### src/rtl/spi_master_flash_if.sv
// rtl/spi_master_flash_if.sv - Descriptor/result bus between the flash controller and the SPI master
interface spi_master_flash_if;
  logic [31:0] data_in;
  logic [31:0] data_out;
  logic [23:0] address;
  logic [7:0]  command;
  logic [2:0]  commtype;
  logic [6:0]  ndata_bits;
  logic [9:0]  frame_struct;
  logic [3:0]  dummy_cycles;
  logic        validflag;
  logic        validflag_out;
  logic        tready;

  modport master (
    output data_in, address, command, commtype, ndata_bits, frame_struct, dummy_cycles, validflag,
    input  data_out, validflag_out, tready
  );

  modport slave (
    input  data_in, address, command, commtype, ndata_bits, frame_struct, dummy_cycles, validflag,
    output data_out, validflag_out, tready
  );
endinterface

### src/rtl/spi_master_flash.sv
// rtl/spi_master_flash.sv - Single-I/O SPI master for serial NOR flash, SCLK = clk/2
module spi_master_flash #(
  parameter bit CPOL = 1'b1,
  parameter bit CPHA = 1'b1
) (
  input  logic              clk,
  input  logic              rst,
  spi_master_flash_if.slave bus,
  output logic              ss,
  output logic              sclk,
  output logic              mosi_dq0,
  input  logic              miso_dq1
);

  typedef enum logic [2:0] {
    S_IDLE,
    S_CMD,
    S_ADDR,
    S_DUMMY,
    S_DATA_WR,
    S_DATA_RD,
    S_END
  } state_t;

  state_t      state_q, state_d;
  logic [4:0]  cnt_q, cnt_d;
  logic        half_q, half_d;
  logic        rd_pend_q, rd_pend_d;
  logic        ss_q, ss_d;
  logic        sclk_q, sclk_d;
  logic        mosi_q, mosi_d;
  logic        tready_q, tready_d;
  logic        vfo_q, vfo_d;
  logic [31:0] dout_q, dout_d;
  logic [31:0] rx_q, rx_d;
  logic [31:0] wr_q, wr_d;
  logic [7:0]  cmd_q, cmd_d;
  logic [23:0] addr_q, addr_d;
  logic [2:0]  type_q, type_d;
  logic [5:0]  nbits_q, nbits_d;
  logic [3:0]  dummy_q, dummy_d;
  logic [9:0]  frame_q, frame_d;

  logic [5:0]  nbits_clamped;
  logic [31:0] rx_shift;
  logic        cur_bit;
  logic        is_read, has_addr, has_dummy, has_wr, has_rd;
  state_t      after_cmd, after_addr, after_dummy, phase_after;

  // Multi-I/O framing is held with the descriptor but not decoded in 1-1-1 mode.
  logic unused_frame;
  assign unused_frame = ^frame_q;

  assign nbits_clamped = (bus.ndata_bits > 7'd32) ? 6'd32 : bus.ndata_bits[5:0];
  assign rx_shift      = {rx_q[30:0], miso_dq1};

  function automatic logic [4:0] first_idx(state_t s, logic [3:0] dummy, logic [5:0] nbits);
    logic [5:0] n_m1;
    n_m1 = nbits - 6'd1;
    case (s)
      S_ADDR:               return 5'd23;
      S_DUMMY:              return {1'b0, dummy} - 5'd1;
      S_DATA_WR, S_DATA_RD: return n_m1[4:0];
      default:              return 5'd0;
    endcase
  endfunction

  always_comb begin
    is_read     = (type_q == 3'b010) || (type_q == 3'b011);
    has_addr    = (type_q == 3'b010) || (type_q == 3'b100) || (type_q == 3'b101);
    has_dummy   = (type_q == 3'b010) && (dummy_q != 4'd0);
    has_wr      = ((type_q == 3'b001) || (type_q == 3'b100)) && (nbits_q != 6'd0);
    has_rd      = is_read && (nbits_q != 6'd0);
    after_dummy = has_wr ? S_DATA_WR : (has_rd ? S_DATA_RD : S_END);
    after_addr  = has_dummy ? S_DUMMY : after_dummy;
    after_cmd   = has_addr ? S_ADDR : after_addr;
    case (state_q)
      S_CMD:   phase_after = after_cmd;
      S_ADDR:  phase_after = after_addr;
      S_DUMMY: phase_after = after_dummy;
      default: phase_after = S_END;
    endcase
  end

  always_comb begin
    case (state_q)
      S_CMD:     cur_bit = cmd_q[cnt_q[2:0]];
      S_ADDR:    cur_bit = addr_q[cnt_q];
      S_DATA_WR: cur_bit = wr_q[31];
      default:   cur_bit = 1'b0;
    endcase
  end

  // half_q=0: the coming edge is a trailing/prepare edge; half_q=1: it is a leading edge.
  always_comb begin
    state_d   = state_q;
    cnt_d     = cnt_q;
    half_d    = half_q;
    rd_pend_d = rd_pend_q;
    ss_d      = ss_q;
    sclk_d    = sclk_q;
    mosi_d    = mosi_q;
    tready_d  = tready_q;
    vfo_d     = 1'b0;
    dout_d    = dout_q;
    rx_d      = rx_q;
    wr_d      = wr_q;
    cmd_d     = cmd_q;
    addr_d    = addr_q;
    type_d    = type_q;
    nbits_d   = nbits_q;
    dummy_d   = dummy_q;
    frame_d   = frame_q;

    case (state_q)
      S_IDLE: begin
        if (bus.validflag && tready_q) begin
          cmd_d     = bus.command;
          addr_d    = bus.address;
          type_d    = bus.commtype;
          nbits_d   = nbits_clamped;
          dummy_d   = bus.dummy_cycles;
          frame_d   = bus.frame_struct;
          wr_d      = bus.data_in;
          rx_d      = 32'd0;
          cnt_d     = 5'd7;
          half_d    = 1'b0;
          rd_pend_d = 1'b0;
          state_d   = S_CMD;
        end
      end

      S_END: begin
        if (!half_q) begin
          sclk_d = CPOL;
          half_d = 1'b1;
          if (CPHA && rd_pend_q) rx_d = rx_shift;
        end else begin
          ss_d      = 1'b1;
          tready_d  = 1'b1;
          mosi_d    = 1'b0;
          half_d    = 1'b0;
          rd_pend_d = 1'b0;
          state_d   = S_IDLE;
          if (is_read) begin
            dout_d = rx_q;
            vfo_d  = 1'b1;
          end
        end
      end

      default: begin
        if (!half_q) begin
          sclk_d   = CPOL;
          ss_d     = 1'b0;
          tready_d = 1'b0;
          half_d   = 1'b1;
          if (CPHA && rd_pend_q) rx_d = rx_shift;
          if (!CPHA) mosi_d = cur_bit;
        end else begin
          sclk_d    = ~CPOL;
          half_d    = 1'b0;
          rd_pend_d = (state_q == S_DATA_RD);
          if (CPHA) mosi_d = cur_bit;
          else if (state_q == S_DATA_RD) rx_d = rx_shift;
          if (state_q == S_DATA_WR) wr_d = {wr_q[30:0], 1'b0};
          if (cnt_q == 5'd0) begin
            state_d = phase_after;
            cnt_d   = first_idx(phase_after, dummy_q, nbits_q);
          end else begin
            cnt_d = cnt_q - 5'd1;
          end
        end
      end
    endcase
  end

  always_ff @(posedge clk or negedge rst) begin
    if (!rst) begin
      state_q   <= S_IDLE;
      cnt_q     <= 5'd0;
      half_q    <= 1'b0;
      rd_pend_q <= 1'b0;
      ss_q      <= 1'b1;
      sclk_q    <= CPOL;
      mosi_q    <= 1'b0;
      tready_q  <= 1'b1;
      vfo_q     <= 1'b0;
      dout_q    <= 32'd0;
      rx_q      <= 32'd0;
      wr_q      <= 32'd0;
      cmd_q     <= 8'd0;
      addr_q    <= 24'd0;
      type_q    <= 3'd0;
      nbits_q   <= 6'd0;
      dummy_q   <= 4'd0;
      frame_q   <= 10'd0;
    end else begin
      state_q   <= state_d;
      cnt_q     <= cnt_d;
      half_q    <= half_d;
      rd_pend_q <= rd_pend_d;
      ss_q      <= ss_d;
      sclk_q    <= sclk_d;
      mosi_q    <= mosi_d;
      tready_q  <= tready_d;
      vfo_q     <= vfo_d;
      dout_q    <= dout_d;
      rx_q      <= rx_d;
      wr_q      <= wr_d;
      cmd_q     <= cmd_d;
      addr_q    <= addr_d;
      type_q    <= type_d;
      nbits_q   <= nbits_d;
      dummy_q   <= dummy_d;
      frame_q   <= frame_d;
    end
  end

  assign ss                = ss_q;
  assign sclk              = sclk_q;
  assign mosi_dq0          = mosi_q;
  assign bus.data_out      = dout_q;
  assign bus.validflag_out = vfo_q;
  assign bus.tready        = tready_q;

endmodule

### src/flat_wrapper.sv
// flat-port wrapper written by rule: the top's interface ports become plain ports
module spi_master_flash_flat 
#(
  parameter bit CPOL = 1'b1,
  parameter bit CPHA = 1'b1
)
  (clk, rst, ss, sclk, mosi_dq0, miso_dq1, bus_data_in, bus_address, bus_command, bus_commtype, bus_ndata_bits, bus_frame_struct, bus_dummy_cycles, bus_validflag, bus_data_out, bus_validflag_out, bus_tready);
  spi_master_flash_if bus_i ();
  input  logic clk;
  input  logic rst;
  output logic ss;
  output logic sclk;
  output logic mosi_dq0;
  input  logic miso_dq1;
  input wire logic [$bits(bus_i.data_in)-1:0] bus_data_in;
  input wire logic [$bits(bus_i.address)-1:0] bus_address;
  input wire logic [$bits(bus_i.command)-1:0] bus_command;
  input wire logic [$bits(bus_i.commtype)-1:0] bus_commtype;
  input wire logic [$bits(bus_i.ndata_bits)-1:0] bus_ndata_bits;
  input wire logic [$bits(bus_i.frame_struct)-1:0] bus_frame_struct;
  input wire logic [$bits(bus_i.dummy_cycles)-1:0] bus_dummy_cycles;
  input wire logic [$bits(bus_i.validflag)-1:0] bus_validflag;
  output wire logic [$bits(bus_i.data_out)-1:0] bus_data_out;
  output wire logic [$bits(bus_i.validflag_out)-1:0] bus_validflag_out;
  output wire logic [$bits(bus_i.tready)-1:0] bus_tready;
  assign bus_i.data_in = bus_data_in;
  assign bus_i.address = bus_address;
  assign bus_i.command = bus_command;
  assign bus_i.commtype = bus_commtype;
  assign bus_i.ndata_bits = bus_ndata_bits;
  assign bus_i.frame_struct = bus_frame_struct;
  assign bus_i.dummy_cycles = bus_dummy_cycles;
  assign bus_i.validflag = bus_validflag;
  assign bus_data_out = bus_i.data_out;
  assign bus_validflag_out = bus_i.validflag_out;
  assign bus_tready = bus_i.tready;
  spi_master_flash #(.CPOL(CPOL), .CPHA(CPHA)) u_core (.clk(clk), .rst(rst), .bus(bus_i), .ss(ss), .sclk(sclk), .mosi_dq0(mosi_dq0), .miso_dq1(miso_dq1));
endmodule
### config.mk
export PLATFORM = sky130hd
export DESIGN_NAME = spi_master_flash_flat
export DESIGN_NICKNAME = d
export VERILOG_FILES = /design/src/rtl/spi_master_flash_if.sv /design/src/rtl/spi_master_flash.sv /design/src/flat_wrapper.sv
export SDC_FILE = /design/constraint.sdc
export NUM_CORES = 1
export LEC_CHECK = 0
export ABC_AREA = 0
export CAP_MARGIN = 25
export CORE_ASPECT_RATIO = 0.6
export CORE_MARGIN = 3
export CORE_UTILIZATION = 35
export CTS_CLUSTER_SIZE = 24
export DETAILED_ROUTE_END_ITERATION = 10
export GPL_ROUTABILITY_DRIVEN = 0
export PLACE_DENSITY = 0.62
export REMOVE_ABC_BUFFERS = 1
export SYNTH_ARGS = -nofsm -noshare
export SYNTH_HDL_FRONTEND = slang
export SYNTH_SLANG_ARGS = --single-unit
### constraint.sdc
create_clock -name clk -period 2.4 [get_ports clk]
set_clock_uncertainty 0.1 [all_clocks]
set_input_delay 0.48 -clock clk [delete_from_list [all_inputs] [get_ports clk]]
set_output_delay 0.48 -clock clk [all_outputs]
set_load 0.02 [all_outputs]
* After elaboration in Yosys (flattened, before gate mapping)
Index checks and enable logic that the tools add are counted.
Storage, ports and cells: register bits 155, input port bits 92, output and inout bits 37, logic and storage cells 116
Operators by class: equality and inequality tests 20, bitwise gates (word level) 2, mux-type cells 45, add/sub/neg operators 3, reductions and logical operators 27, magnitude comparators 3
Operators with widths (number):
- 2-to-1 mux 32 bit | 7
- one-hot mux 32 bit (2 select lines) | 1
- equality test 3 bit, second input constant | 7
- 2-to-1 mux 3 bit | 7
- equality test 3 x 2 -> 1 bit, second input constant | 6
- 2-to-1 mux 5 bit | 3
- one-hot mux 5 bit (3 select lines) | 1
- AND reduction 3 bit | 5
- 2-to-1 mux 1 bit | 14
- one-hot mux 5 bit (2 select lines) | 1
- subtractor 5 x 1 -> 5 bit, second input constant | 2
- one-hot mux 3 bit (3 select lines) | 1
- one-hot mux 1 bit (2 select lines) | 4
- AND reduction 4 bit | 2
- greater-than comparator 7 x 6 -> 1 bit, second input constant | 1
- equality test 3 x 1 -> 1 bit, second input constant | 2
- less-than comparator 5 x 6 -> 1 bit, second input constant | 1
- 2-to-1 mux 6 bit | 1
- inequality test 2 bit, second input constant | 3
- one-hot mux 3 bit (2 select lines) | 1
- AND reduction 2 bit | 3
- nonzero test 2 bit | 3
- nonzero test 6 bit | 1
- binary-select mux 1 bit (select 5 bit) | 1
- 14 further kinds | 22

* Logic depth before layout (Yosys ltp)
Gate-level depths: netlist (run 1).
word-level depth 14, gate-level depth with buffers 11, gate-level depth less buffers 10

* Worst setup path before layout (run 1)
Ideal clock, no wire load.
path kind register -> register, start point reg u_core.dummy_q[1], end point reg u_core.cnt_q[4], period minus slack after synthesis 2.474 ns, data required time 2.161 ns, slack -0.074 ns, buffers on the path 0, library setup time 0.139 ns, data arrival time 2.234 ns, stages on the path, launching flop included 11, path through dfrtp_1 -> nor4_1 -> a211oi_1 -> o22ai_1 -> nand2_1 -> mux2i_1 -> ha_1 -> nand2_1 -> xnor2_1 -> a31oi_1 -> o21ai_0
On the way: longest elaborated chain between the ends 11, elaborated cells between the ends (all ways) 15, classes of those cells add/sub (1); eq/ne (4); mux (7); reduce/logical (3)
Ends and longest elaborated chain:
- from (decl) | line spi_master_flash.sv:41 | logic [3:0] dummy_q, dummy_d;
- from (signal assigned) | line spi_master_flash.sv:215 | dummy_q <= dummy_d;
- nonzero test 4 bit | line spi_master_flash.sv:71 | has_dummy = (type_q == 3'b010) && (dummy_q != 4'd0);
- logical AND 1 bit | line spi_master_flash.sv:71
- 2-to-1 mux 3 bit | line spi_master_flash.sv:75 | after_addr = has_dummy ? S_DUMMY : after_dummy;
- 2-to-1 mux 3 bit | line spi_master_flash.sv:76 | after_cmd = has_addr ? S_ADDR : after_addr;
- one-hot mux 3 bit (3 select lines) | line spi_master_flash.sv:77 | case (state_q)
- equality test 3 bit | line spi_master_flash.sv:60 | case (s)
- OR reduction 2 bit | line spi_master_flash.sv:60
- one-hot mux 5 bit (3 select lines) (*) | line spi_master_flash.sv:60
- 2-to-1 mux 5 bit (*) | line spi_master_flash.sv:167 | if (cnt_q == 5'd0) begin
- 2-to-1 mux 5 bit (*) | line spi_master_flash.sv:153 | if (!half_q) begin
- one-hot mux 5 bit (2 select lines) (*) | line spi_master_flash.sv:115 | case (state_q)
- to (signal assigned) | line spi_master_flash.sv:200 | cnt_q <= cnt_d;
- to (decl) | line spi_master_flash.sv:26 | logic [4:0] cnt_q, cnt_d;
Mark *: on every way between the ends. The rest lies on a longest branch, timed or not. The select of a mux whose other input is x is not followed. A chain may end at the register's enable or synchronous reset.

* Worst setup path in the final report (run 1)
start point reg u_core.type_q[2], end point reg u_core.cnt_q[2]
On the way: longest elaborated chain between the ends 14, elaborated cells between the ends (all ways) 26, classes of those cells eq/ne (9); mux (9); reduce/logical (8)
Ends and longest elaborated chain:
- from (decl) | line spi_master_flash.sv:39 | logic [2:0] type_q, type_d;
- from (signal assigned) | line spi_master_flash.sv:213 | type_q <= type_d;
- equality test 3 x 2 -> 1 bit, on equally long branches | line spi_master_flash.sv:69, spi_master_flash.sv:70, spi_master_flash.sv:71
- logical OR 1 bit | line spi_master_flash.sv:69 | is_read = (type_q == 3'b010) || (type_q == 3'b011);
- logical AND 1 bit | line spi_master_flash.sv:73 | has_rd = is_read && (nbits_q != 6'd0);
- 2-to-1 mux 2 bit | line spi_master_flash.sv:74 | after_dummy = has_wr ? S_DATA_WR : (has_rd ? S_DATA_RD : S_END);
- 2-to-1 mux 3 bit | line spi_master_flash.sv:74
- 2-to-1 mux 3 bit | line spi_master_flash.sv:75
- 2-to-1 mux 3 bit | line spi_master_flash.sv:76
- one-hot mux 3 bit (3 select lines) (*) | line spi_master_flash.sv:77
- equality test 3 bit | line spi_master_flash.sv:60
- OR reduction 2 bit | line spi_master_flash.sv:60
- one-hot mux 5 bit (3 select lines) (*) | line spi_master_flash.sv:60
- 2-to-1 mux 5 bit (*) | line spi_master_flash.sv:167
- 2-to-1 mux 5 bit (*) | line spi_master_flash.sv:153
- one-hot mux 5 bit (2 select lines) (*) | line spi_master_flash.sv:115
Marked as above.

==> results of run 1 <==
==> path summary, 6_finish.rpt <==
kind	end	start	cells past startpoint	slack (ns)
setup / recovery	u_core.cnt_q[2]	u_core.type_q[2]	11	-0.01
hold / removal	u_core.addr_q[9]	u_core.addr_q[9]	2	0.37
setup reg to reg	u_core.cnt_q[2]	u_core.type_q[2]	11	-0.01
hold reg to reg	u_core.addr_q[9]	u_core.addr_q[9]	2	0.37
max in group asynchronous	u_core.wr_q[23]	rst	3	1.00
min in group asynchronous	u_core.bus.data_out[4]	rst	2	0.46
==> Yosys cell counts, drive strengths merged (8+ instances only) <==
cell / instances
a21oi: 8
buf: 19
clkbuf: 24
dfrtp: 153
inv: 10
mux2: 32
mux2i: 35
mux4: 9
nand2: 231
nand3: 41
nor2: 16
o21ai: 46
==> area by class of cell <==
| type | count | area [um2] | area share |
|---|---|---|---|
| tap | 266 | 333 | 0.0351 |
| inverter | 10 | 37.5 | 0.00396 |
| clock inverter | 8 | 168 | 0.0177 |
| timing repair buffer | 167 | 1630 | 0.172 |
| multi-input combinational | 490 | 2970 | 0.313 |
| clock buffer | 21 | 460 | 0.0485 |
| sequential | 155 | 3880 | 0.409 |
==> power breakdown <==
part	leakage [nW]	internal [W]	switching, W
Sequential	2.02	0.00373	0.000706
Clock	0.305	0.00188	0.00105
Combinational	2.16	0.00243	0.00252
==> cells in the final DEF (no fill, tap or decap), types with 3 or more instances in the layout <==
| cell | synthesis | final |
|---|---|---|
| a22o_1 | 3 | 3 |
| bufinv_16 | 0 | 5 |
| nand2_1 | 231 | 230 |
| a21oi_1 | 8 | 8 |
| nor2b_1 | 3 | 3 |
| xor2_1 | 3 | 3 |
| nor3_1 | 4 | 3 |
| ha_1 | 5 | 4 |
| buf_4 | 2 | 41 |
| clkdlybuf4s50_1 | 0 | 117 |
| o31ai_1 | 5 | 5 |
| a31oi_1 | 3 | 3 |
| clkbuf_16 | 0 | 17 |
| nor2_1 | 16 | 15 |
| o21ai_0 | 46 | 44 |
| buf_12 | 0 | 6 |
| or3_1 | 4 | 3 |
| nand3_1 | 40 | 40 |
| mux4_2 | 8 | 8 |
| mux2i_1 | 35 | 35 |
| inv_1 | 10 | 10 |
| dfrtp_1 | 153 | 152 |
| mux2_2 | 32 | 32 |
==> metrics by stage <==
stage | instance area, um2 | TNS [ns] | hold slack [ns]
after detailed placement | 8780 | -0.196 | 0.362
after global routing | 9490 | -0.287 | 0.397
final | 9490 | -0.0143 | 0.372
after CTS | 9450 | 0 | 0.377
after global placement | 8780 | -0.0554 | 0.356
after floorplan | 6840 | -374.34 | 0.0844
==> per-layer routing <==
layer  vias up  track usage  share of wire
met5         -            0         0.0013
met2       136        0.218           0.39
met1      2571        0.259           0.54
met3        16       0.0475          0.056
li1       2657            -              -
met4         4       0.0476         0.0090
==> state kept, by name, summed over array words and instances, names as in the netlist, 3 cells and up <==
signal and count:
u_core.bus.data_out 32, u_core.rx_q 32, u_core.wr_q 32, u_core.addr_q 24
u_core.cmd_q 8, u_core.nbits_q 6, u_core.cnt_q 5, u_core.dummy_q 4
u_core.state_q 3, u_core.type_q 3
==> worst max-delay path: stages, from the launching register on <==
cell	delay [ns]
dfrtp_2	0.44
buf_6	0.13
or3_1	0.37
o211ai_1	0.12
a211oi_2	0.12
nand2_2	0.13
mux2i_1	0.21
ha_2	0.25
xnor2_1	0.14
nor2_1	0.06
a31oi_1	0.14
a22oi_1	0.10
==> logic make-up (layout without fill, tap and decap cells) <==
logic type / Yosys count / count (layout) / synth area share
xor gates and xnor gates: 5 / 5 / 0.00623
buffers and inverters: 53 / 206 / 0.0327
AOI/OAI and AO/OA: 87 / 87 / 0.0792
DFF: 155 / 155 / 0.552
and+or+nand+nor: 317 / 317 / 0.191
muxes: 76 / 76 / 0.130
adders and majority gates: 5 / 5 / 0.00890
==> repair_timing <==
action / CTS / global route
endpoints found under the setup margin: 2 / 5
gates resized for setup: 6 / 6
hold endpoints to repair: 48 / 0
setup buffers: 2 / 3
pin swaps: 6 / 5
hold buffers: 1 / 0
==> impl_results.md, run 1 <==
* Outcome: finished with violations
* Violated checks: negative setup slack
* Critical path type: flop to flop
* Share of the core filled with cells in the final layout at 0.490
* Least-Margin Pin Slew at 0.528 ns
* Maximum number of buffers from clock root to sink at 2
* Post-Synthesis Cell Area at about 7000 um2
* Vias after detailed routing at roughly 5400
* Setup repair after global routing missed its margin: true
* Number of top-level pins at 129
* Fraction of layout cells with a size suffix above 1 at 0.162
* Biggest area contributors in the synthesized netlist: dfrtp_1, nand2_1, mux2_2, mux2i_1, o21ai_0
* Yosys top cell area share at 0.544
* Vertical die dimension at around 120 um
* Max frequency at roughly 0.41 GHz
* Core region area at between 15000 and 20000 um2
* Post-detailed-routing wire length at roughly 17000 um
* Number of clock sinks at roughly 160
* Number of warning messages in the yosys log at 0
* Worst setup slack before clock tree synthesis at -0.116 ns
* Ys flop type: dfrtp_1
* Die Span X at about 190 um
* Cell taking the most area after synthesis: dfrtp_1
* Number of non-filler instances in the completed layout at ~1100
* Number of DRC violations after detailed routing at 0
* Clock slew at reported path FFs at roughly 0.06 ns
* # placed instances at roughly 1100
* Number of pins with negative max-slew slack in the final report at 0
* Leakage power summed over all cells at 4.48 nW
* Largest fanout of any net on the critical path at 5
* Count of endpoints failing hold in the final timing report at 0
* First-pass detailed-route iteration total at 5
* Post-DRT Antenna Nets at 0
* Post-DP HPWL at around 12000 um
* H-tree Lvls at 4
* Fraction of the cycle the final worst path needs at 1.01
* Library cell used as clock root buffer: clkbuf_16
* Power density over the cells at 1300 nW/um2
* Proportion of synthesized chip area in sequential cells at 0.552
* Unique cell type count in the Yosys netlist at 54
* Pin count of the biggest net entering global routing at 64
* Number of DRC markers in iteration 0 at about 370
* Number of rows in the core area at 39
* Total congestion overflow after global routing at 0
* Max-slew headroom at 0.644
* Final setup violation count at 1
* Shortest period the worst path allows at around 2.4 ns
* Number of fill cells in the layout at between 1500 and 2000
* Clock buffer count from CTS at 17
* Synthesized flop and latch total at between 150 and 200
* Growth of design area from synthesis to finish at 34.9%
* Port Buffer Count at around 120
* Overall Global Routing Usage at 0.165
* Crit. End Element: flop
* Arrival time of data at the critical path endpoint at 2.62 ns
* Worst min-delay path class: flop to flop
* Average size of a mapped cell at between 10 and 15 um2
* Area of the die at 21900 um2
* Final critical-path setup slack at -0.0143 ns
* Overall power of the completed layout at approximately 0.012 W
* ANT cells at 0
* Critical Path Start Type: flop
* TritonCTS clock tree: yes
* Vias in the first global route at between 5000 and 6000
* Latest clock arrival within the worst-skew pair at approximately 0.43 ns
* Worst-case vdd ir drop at a little under 0.6 mV
* Average wire per standard cell at 15.3 um
* Number of antenna violations at the first check in global routing at 2
* Via-to-Cell Ratio at just under 5
* Initial cell density of the core at 0.363
* Synthesized netlist cell count at between 600 and 700
* Required time worst endpoint at about 2.6 ns
* Number of enable-type register cells in the synthesized netlist at 0
* Final Net Count at 938
* Fraction of synthesis flops using an asynchronous set or reset pin at 1.00
* Wire length of the first global-routing pass at ~28000 um
* Number of max-cap violations at 0
(Power assumes the default switching activity.)
==> run 2: changes to the inputs <==
--- a/config.mk
+++ b/config.mk
@@ -15,4 +15,6 @@
 export GPL_ROUTABILITY_DRIVEN = 0
+export MAX_ROUTING_LAYER = met4
 export PLACE_DENSITY = 0.62
 export REMOVE_ABC_BUFFERS = 1
+export SKIP_LAST_GASP = 1
 export SYNTH_ARGS = -nofsm -noshare
==> constraint.sdc (replaced) <==
create_clock -name clk -period 2.4 [get_ports clk]
set_clock_uncertainty 0.1 [all_clocks]
set_input_delay 0.36 -clock clk [delete_from_list [all_inputs] [get_ports clk]]
set_output_delay 0.36 -clock clk [all_outputs]
set_load 0.02 [all_outputs]
==> run 2 against run 1 <==
Effect of this change: the run still ends with negative setup slack left; clock power is 2% lower; combinational power hardly changed; critical path type unchanged; routed wire length is 2.6% lower; final cell count is 0.27% lower; register-to-register slack hardly changed; global-route usage is 0.18 points lower; sequential power hardly changed; highest routed layer is now met4.
==> impl_results.md, run 2 (synthesis gave the netlist of run 1 again) <==
* Required time worst endpoint at 2.59 ns (was 2.60 ns)
* Number of clock sinks at 155 (unchanged)
* Vias after detailed routing at 5246 (was 5384)
* Final Net Count at 931 (was 938)
* Shortest period the worst path allows at 2.41 ns (about the same)
* Setup repair after global routing missed its margin: true (unchanged)
* Number of non-filler instances in the completed layout at 1114 (was 1117)
* Vias in the first global route at 5194 (was 5289)
* Number of DRC violations after detailed routing at 0 (unchanged)
* Crit. End Element: flop (unchanged)
* Total congestion overflow after global routing at 0 (unchanged)
* Post-detailed-routing wire length at 16600 um (was 17100 um)
* Final setup violation count at 1 (unchanged)
* Count of endpoints failing hold in the final timing report at 0 (unchanged)
* Flip-flop and latch area at 3880 um2 (about the same)
* Number of top-level pins at 129 (unchanged)
* Arrival time of data at the critical path endpoint at 2.60 ns (was 2.62 ns)
* Outcome: finished with violations (unchanged)
* Pin count of the biggest net entering global routing at 82 (was 64)
* Number of fill cells in the layout at 1798 (was 1799)
* Leakage power summed over all cells at 4.46 nW (was 4.48 nW)
* Via-to-Cell Ratio at 4.71 (was 4.82)
* Max frequency at 0.414 GHz (about the same)
* Critical path type: flop to flop (unchanged)
* Core region area at 19400 um2 (unchanged)
* Fraction of the cycle the final worst path needs at 1.01 (about the same)
* Clock slew at reported path FFs at 0.07 ns (was 0.06 ns)
* Uppermost layer routed: met4 (was met5)
* Cell Area, Placed at 8720 um2 (was 8780 um2)
* Clock buffer count from CTS at 17 (unchanged)
* Power density over the cells at 1300 nW/um2 (about the same)
* Max-slew headroom at 0.640 (was 0.644)
* Latest clock arrival within the worst-skew pair at 0.43 ns (about the same)
* Number of rows in the core area at 39 (unchanged)
* Port Buffer Count at 118 (unchanged)
* Violated checks: negative setup slack (unchanged)
* Wire length on met2 at 6700 um (was 6710 um)
* Flop2flop setup slack at -0.01 ns (about the same)
* Average wire per standard cell at 14.9 um (was 15.3 um)
* Least-Margin Pin Slew at 0.535 ns (was 0.528 ns)
* Detailed-route wire length on metal 1 at 8930 um (was 9210 um)
* Wire length of the first global-routing pass at 27500 um (was 28400 um)
* H-tree Lvls at 4 (unchanged)
* Area of the die at 21900 um2 (unchanged)
* Final critical-path setup slack at -0.0132 ns (was -0.0143 ns)
* Met3 Routed Length at 900 um (was 963 um)
* Overall power of the completed layout at 0.0123 W (about the same)
* Post-Route Hold Slack at 0.350 ns (was 0.372 ns)
* Most common cell after layout, fill and taps aside: nand2_1 (unchanged)
* Number of max-cap violations at 0 (unchanged)
* First-pass detailed-route iteration total at 5 (unchanged)
* Post-route cell area at 9470 um2 (was 9490 um2)
* Number of pins with negative max-slew slack in the final report at 0 (unchanged)
* Vertical die dimension at 116 um (unchanged)
* Worst-case vdd ir drop at 0.673 mV (was 0.584 mV)
* Die Span X at 189 um (unchanged)
* Maximum number of buffers from clock root to sink at 2 (unchanged)
* Number of DRC markers in iteration 0 at 329 (was 368)
* Most frequent cells in the layout: nand2_1, dfrtp_1, clkdlybuf4s50_1 (unchanged)
* Reg2reg path depth at 10 (was 11)
* Initial cell density of the core at 0.363 (unchanged)
* Critical Path Start Type: flop (unchanged)
* Setup TNS at -0.0132 ns (was -0.0143 ns)
* Worst min-delay path class: input port to asynchronous set/reset pin (was flop to flop)
* # placed instances at 1075 (was 1083)
* Area used by multi-input combinational logic at 3010 um2 (was 2970 um2)
* Overall Global Routing Usage at 0.163 (was 0.165)
* Post-DP HPWL at 11200 um (was 11800 um)
* TritonCTS clock tree: yes (unchanged)
* Number of antenna violations at the first check in global routing at 1 (was 2)
* Library cell used as clock root buffer: clkbuf_16 (unchanged)
* Post-DRT Antenna Nets at 0 (unchanged)
* Fraction of layout cells with a size suffix above 1 at 0.170 (was 0.162)
* Largest fanout of any net on the critical path at 4 (was 5)
* Growth of design area from synthesis to finish at 34.6% (was 34.9%)
[run 2: timing repair]
action	in CTS	in global routing
resized for setup	6	15
endpoints found under the setup margin	2	9
endpoints found under the hold margin	52	0
pin swaps	6	11
setup buffers	1	5
hold buffers	1	0
[run 2: routing by layer]
layer  GRT usage  vias up
met5           -        -
met4      0.0377        0
met3      0.0432        7
met2       0.215      121
met1       0.248     2472
li1            -     2646
[run 2: through the flow]
step	utilization	setup slack (ns)
2_1_floorplan	-	-3.92
3_3_place_gp	0.450	-0.0440
3_5_place_dp	0.450	-0.0905
4_1_cts	0.483	0.00897
5_1_grt	0.489	-0.107
6_report	0.489	-0.0132
[run 2: critical path, cell delays in order (launching register included)]
cell      delay [ns]
dfrtp_1         0.38
or3_4           0.41
o211ai_1        0.22
a211oi_2        0.12
nand2_2         0.13
mux2i_1         0.22
ha_2            0.25
xnor2_1         0.12
nor2_1          0.06
a31oi_1         0.16
a22oi_1         0.11
[run 2: path summary, 6_finish.rpt]
check                                   from                     end
max                        u_core.nbits_q[2]         u_core.cnt_q[2]
min                                      rst  u_core.bus.data_out[6]
max reg2reg                u_core.nbits_q[2]         u_core.cnt_q[2]
min reg2reg                u_core.addr_q[14]       u_core.addr_q[14]
max in group asynchronous                rst             u_core.sclk
min in group clk              bus_address[4]        u_core.addr_q[4]
[run 2: layout make-up]
| type | instances | share of cell area |
|---|---|---|
| Tap cell | 266 | 0.0352 |
| Antenna cell | 1 | 0.000264 |
| Clock inverter | 15 | 0.0209 |
| Timing Repair Buffer | 160 | 0.167 |
| Sequential cell | 155 | 0.410 |
| Multi-Input combinational cell | 490 | 0.318 |
| Clock buffer | 17 | 0.0449 |
| Inverter | 10 | 0.00397 |
[run 2: power by group]
group          internal (W)  total, W  switching (W)
Sequential          0.00373   0.00444       0.000710
Combinational       0.00244   0.00495        0.00251
Clock               0.00168   0.00288        0.00120
Total               0.00784    0.0123        0.00442
